File: config.mk
export PLATFORM = sky130hd
export DESIGN_NAME = pc_fetch_unit
export DESIGN_NICKNAME = d
export VERILOG_FILES = /design/src/rtl/pc_fetch_unit.sv
export SDC_FILE = /design/constraint.sdc
export NUM_CORES = 1
export LEC_CHECK = 0
export CORE_AREA = 2 2 94 96
export DETAILED_ROUTE_END_ITERATION = 12
export DIE_AREA = 0 0 96 98
export GPL_TIMING_DRIVEN = 0
export PLACE_DENSITY = 0.76
export SYNTH_ARGS = -nofsm -noshare
export SYNTH_HDL_FRONTEND = slang
export SYNTH_SLANG_ARGS = --single-unit
File: constraint.sdc
create_clock -name clk -period 2.4 [get_ports clk]
set_clock_uncertainty 0.05 [all_clocks]
set_input_delay 0.48 -clock clk [delete_from_list [all_inputs] [get_ports clk]]
set_output_delay 0.48 -clock clk [all_outputs]
set_load 0.01 [all_outputs]
File: src/rtl/pc_fetch_unit.sv
// pc_fetch_unit: program counter and IF/ID pipeline register for a 16-bit core.
// Fetches one instruction word per cycle, resolves conditional PC-relative (B)
// and register-indirect (BR) branches from the IF/ID stage with a one-bubble
// penalty, holds on a hazard stall and stops in HALTED on HLT until reset.
// Optional feature macro: BRANCH_COUNT_EN builds a saturating taken-branch
// counter on branch_cnt; when undefined branch_cnt is tied to 0x0000.
//
// Handshake note: there is no valid/ready pair here. id_valid qualifies the
// IF/ID contents; stall is an unconditional hold that freezes PC and IF/ID and
// suppresses every decision (branch, hlt) for that cycle.
module pc_fetch_unit (
    input  logic        clk,
    input  logic        rst,
    output logic [15:0] imem_addr,
    input  logic [15:0] imem_rdata,
    output logic [15:0] id_instr,
    output logic [15:0] id_pc_plus2,
    output logic        id_valid,
    input  logic        branch,
    input  logic        branch_reg,
    input  logic        hlt,
    input  logic [2:0]  flags,
    input  logic [15:0] reg_target,
    input  logic        stall,
    output logic        taken,
    output logic        halted,
    output logic [15:0] branch_cnt
);

    typedef enum logic [1:0] {
        ST_RUN    = 2'd0,
        ST_STALL  = 2'd1,
        ST_HALTED = 2'd2
    } state_t;

    state_t      state_q;
    logic [15:0] pc_q;
    logic [15:0] id_instr_q;
    logic [15:0] id_pc_plus2_q;
    logic        id_valid_q;
    logic        halted_q;

    logic [2:0]  cond;
    logic [8:0]  imm9;
    logic        flag_z;
    logic        flag_v;
    logic        flag_n;
    logic        cond_true;
    logic        branch_taken;
    logic [15:0] pc_plus2_d;
    logic [15:0] target_d;

    assign cond   = id_instr_q[11:9];
    assign imm9   = id_instr_q[8:0];
    assign flag_z = flags[2];
    assign flag_v = flags[1];
    assign flag_n = flags[0];

    // Branch condition evaluation from the {Z,V,N} flags
    always_comb begin
        cond_true = 1'b0;
        case (cond)
            3'b000:  cond_true = ~flag_z;
            3'b001:  cond_true = flag_z;
            3'b010:  cond_true = ~flag_z & ~flag_n;
            3'b011:  cond_true = flag_n;
            3'b100:  cond_true = flag_z | (~flag_z & ~flag_n);
            3'b101:  cond_true = flag_n | flag_z;
            3'b110:  cond_true = flag_v;
            default: cond_true = 1'b1;
        endcase
    end

    // hlt wins over a (malformed) simultaneous branch decode
    assign branch_taken = id_valid_q & branch & ~hlt & cond_true & ~stall
                        & (state_q != ST_HALTED);

    // Next sequential PC and branch target; both wrap modulo 2^16
    always_comb begin
        pc_plus2_d = pc_q + 16'd2;
        if (branch_reg) begin
            target_d = reg_target;
        end else begin
            target_d = id_pc_plus2_q + {{6{imm9[8]}}, imm9, 1'b0};
        end
    end

    // Fetch FSM: PC, IF/ID register, run/stall/halt state
    always_ff @(posedge clk) begin
        if (rst) begin
            state_q       <= ST_RUN;
            pc_q          <= 16'h0000;
            id_instr_q    <= 16'h0000;
            id_pc_plus2_q <= 16'h0000;
            id_valid_q    <= 1'b0;
            halted_q      <= 1'b0;
        end else begin
            case (state_q)
                ST_RUN, ST_STALL: begin
                    if (stall) begin
                        state_q <= ST_STALL;
                    end else if (id_valid_q && hlt) begin
                        state_q    <= ST_HALTED;
                        halted_q   <= 1'b1;
                        id_valid_q <= 1'b0;
                    end else begin
                        state_q <= ST_RUN;
                        if (branch_taken) begin
                            pc_q       <= target_d;
                            id_valid_q <= 1'b0;
                        end else begin
                            pc_q          <= pc_plus2_d;
                            id_instr_q    <= imem_rdata;
                            id_pc_plus2_q <= pc_plus2_d;
                            id_valid_q    <= 1'b1;
                        end
                    end
                end
                ST_HALTED: begin
                    state_q <= ST_HALTED;
                end
                default: begin
                    state_q <= ST_RUN;
                end
            endcase
        end
    end

`ifdef BRANCH_COUNT_EN
    logic [15:0] branch_cnt_q;

    // Saturating count of taken branches
    always_ff @(posedge clk) begin
        if (rst) begin
            branch_cnt_q <= 16'h0000;
        end else if (branch_taken && (branch_cnt_q != 16'hFFFF)) begin
            branch_cnt_q <= branch_cnt_q + 16'd1;
        end
    end

    assign branch_cnt = branch_cnt_q;
`else
    assign branch_cnt = 16'h0000;
`endif

    assign imem_addr   = pc_q;
    assign id_instr    = id_instr_q;
    assign id_pc_plus2 = id_pc_plus2_q;
    assign id_valid    = id_valid_q;
    assign taken       = branch_taken;
    assign halted      = halted_q;

endmodule

==> reports/qor.yml <==
cp-end-kind: "flip-flop"
power.switching_mw: 0.699
wl_per_cell_um: 17.4
antenna_found_initial: 0
vias_per_cell: 5.72
powerDensity_nw_per_um2: 452
slew_viol_final: 0
combPwrFrac_pct: 29.3
synth_xor_area_share_pct: 2.76
holdBufCountCts: 0
pwr-share-clk_pct: 27.6
synth_top_family_by_area: "simple AND/OR/NAND/NOR gates"
dieArea_um2: 9410
first_pass_iters: 5
required_ps: 2540
drive_gt1_share_pct: 17.2
syn-cell-area_um2: 3490
numCtsBuffers: 5
grt_max_degree: 16
pre_cts_ws_ps: -824
leakagePower_nw: 1.96
hold_viol: 0
fin_crit_ps: 2350
swShare_pct: 31.3
tightest_slew_ps: 649
remaining_drc_errors: 0
final_nets: 631
syn_to_final_growth_pct: 41.7
synthArstFlopShare_pct: 0
critical_path_peak_fanout: 2
drv_cap: 0
synthMuxAreaShare_pct: 1.79
peakVddDrop_mv: 0.324
grtUsageTotal_pct: 25.1
postSynthAreaPerCell_um2: 7.76
timing.final.ws_setup_ps: 47.3
timing.fmax_mhz: 425
max-slew-margin-rel_pct: 56.8
cts_root_buf: "clkbuf_8"
synth_compound_area_share_pct: 25.5
initial_core_util_pct: 41.3
internal_power_mw: 1.54
synth_seq_cells: 52
first_iter_violations: 256
synth_cell_types: 63
cts_buffer_depth: 2
die_y_um: 98
max_stage_delay_ps: 370
status: "finished clean"
dp_hpwl_um: 8790
crit_type: "flip-flop to flip-flop"
cts.sinks: 52
grt_pass1_vias: 3700
yosys_warnings: 0
clk_pin_slew_ps: 100
diodes: 0
grt_overflow: 0
hold_class: "flip-flop to flip-flop"
yosysSeqAreaShare_pct: 29.8
detail-route-antenna-nets: 0
synthCells: 450
io_buffers: 89
core_area_um2: 8470
grt_pass1_wl_um: 18700
die_w_um: 96
rows: 34
cp-start-kind: "flip-flop"
post_layout_nonfiller_instances: 683
synth_edf_count: 0
rsz0062_at_grt: "yes"
ctsHtreeMaxLevel: 2
finalSetupViolations: 0
path_cells: "ha_4 > inv_2 > fa_2 > and2b_2 > o2111ai_4 > a211oi_2 > o211ai_1 > and4_1 > a211o_1"
wl_um: 11900
slowest_stage: "dfxtp_2"
synthSimpleGateAreaFrac_pct: 25.7
tritoncts: "done"
synthFlopType: "dfxtp_1"
route.vias.total: 3910
worstPathArrival_ps: 2490
place.gp.congestion: 0.909
io_pins: 108
dp.cells: 662
synthAdderAreaFrac_pct: 5.95
clk_latency_ps: 300
power_frac_seq_pct: 43.1
period_share_pct: 98.0
## worst max-delay path: cells and delay by family (launching register included)
kind | cells | cell delay [ps]
AOI/OAI and AO/OA | 4 | 820
adders and majority gates | 2 | 490
buffers and inverters | 1 | 30
DFF | 1 | 370
and+or+nand+nor | 2 | 470
## power groups by stage
stage | Combinational, mW | Sequential [mW] | Clock (mW)
final | 0.654 | 0.963 | 0.617
after detailed placement | 0.600 | 0.982 | 0
after floorplan | 0.324 | 0.993 | 0
after global placement | 0.588 | 0.981 | 0
after global routing | 0.705 | 0.970 | 0.661
after CTS | 0.630 | 0.964 | 0.617
## cell type report
cell class	count	area, um2
fill	807	3520
multi-input combinational	360	2350
sequential	52	1050
timing repair buffer	103	998
buffer	46	278
tap	108	135
clock buffer	6	72.6
clock inverter	2	35.0
inverter	6	30.0
## path summary, 6_finish.rpt
path / from / endpoint / slack (ps) / depth (start not counted)
min reg2reg: id_instr[12]$_SDFFE_PP0P_ / id_instr[12]$_SDFFE_PP0P_ / 410 / 2
min: id_instr[12]$_SDFFE_PP0P_ / id_instr[12]$_SDFFE_PP0P_ / 410 / 2
max reg2reg: id_pc_plus2[1]$_SDFFE_PP0P_ / imem_addr[15]$_SDFFE_PP0P_ / 50 / 9
max: id_pc_plus2[1]$_SDFFE_PP0P_ / imem_addr[15]$_SDFFE_PP0P_ / 50 / 9
## placed cells by master, fill, tap and decap left out, types with 6 or more instances in the layout
master / synthesis / layout
xor2_1: 6 / 6
nor2_1: 25 / 25
clkdlybuf4s50_1: 0 / 86
buf_2: 13 / 10
clkbuf_1: 11 / 9
o21ai_1: 6 / 6
buf_4: 19 / 33
a21o_1: 6 / 6
nand2_1: 65 / 64
a21oi_1: 47 / 45
ha_1: 15 / 12
nor3b_1: 6 / 6
a211oi_1: 15 / 12
dfxtp_1: 52 / 46
nor3_1: 10 / 9
conb_1: 1 / 16
o21ai_0: 12 / 12
and3_1: 8 / 8
or3_1: 6 / 6
nand3_1: 14 / 13
## layer usage
layer | track usage (%) | up-vias | wire length (um)
li1 | - | 1874 | -
met1 | 32.7 | 1815 | 5030
met2 | 41.7 | 197 | 5730
met3 | 4.78 | 24 | 903
met4 | 7.25 | 0 | 242
met5 | 0 | - | 0
## per-stage QoR
| step | setup TNS [ps] | area [um2] | hold slack [ps] | utilization (%) | total power [mW] |
|---|---|---|---|---|---|
| final | 0 | 4950 | 411 | 58.5 | 2.23 |
| after global routing | -63.7 | 4950 | 440 | 58.5 | 2.34 |
| after CTS | -17.2 | 4870 | 411 | 57.5 | 2.21 |
| after detailed placement | -9020 | 4580 | 400 | 54.1 | 1.58 |
| after global placement | -6340 | 4580 | 388 | 54.1 | 1.57 |
| after floorplan | 0 | 3550 | 389 | - | 1.32 |
## kinds of logic after synthesis
kind of cell,count (synthesis)
AO/OA/AOI/OAI,137
XOR/XNOR,11
adder cells (fa/ha/maj),16
buffers and inverters,53
flip-flops,52
multiplexers,6
other,1
AND/OR/NAND/NOR,174
## registers in the layout, indices dropped and copies added (netlist names)
signal	count
state_q	2
id_instr	16
id_pc_plus2	16
id_valid	1
halted	1
imem_addr	16
## what timing repair did
item                                    4_1_cts  5_1_grt
endpoints found under the hold margin         0        0
endpoints found under the setup margin        9       22
cloned                                        0        0
buffers inserted                             12        2
resized for setup                            33       22
pin swaps                                    12        9
## cell usage after synthesis (10+ instances only)
library cell | count | area (um2)
a21oi_1 | 47 | 235
dfxtp_1 | 52 | 1040
nor3_1 | 10 | 50.1
nand2_1 | 65 | 244
ha_1 | 15 | 188
o21ai_0 | 12 | 60.1
nand3_1 | 14 | 70.1
nor2_1 | 25 | 93.8
buf_2 | 13 | 65.1
clkbuf_1 | 11 | 41.3
a211oi_1 | 15 | 113
buf_4 | 19 | 143
(Power assumes the default switching activity.)
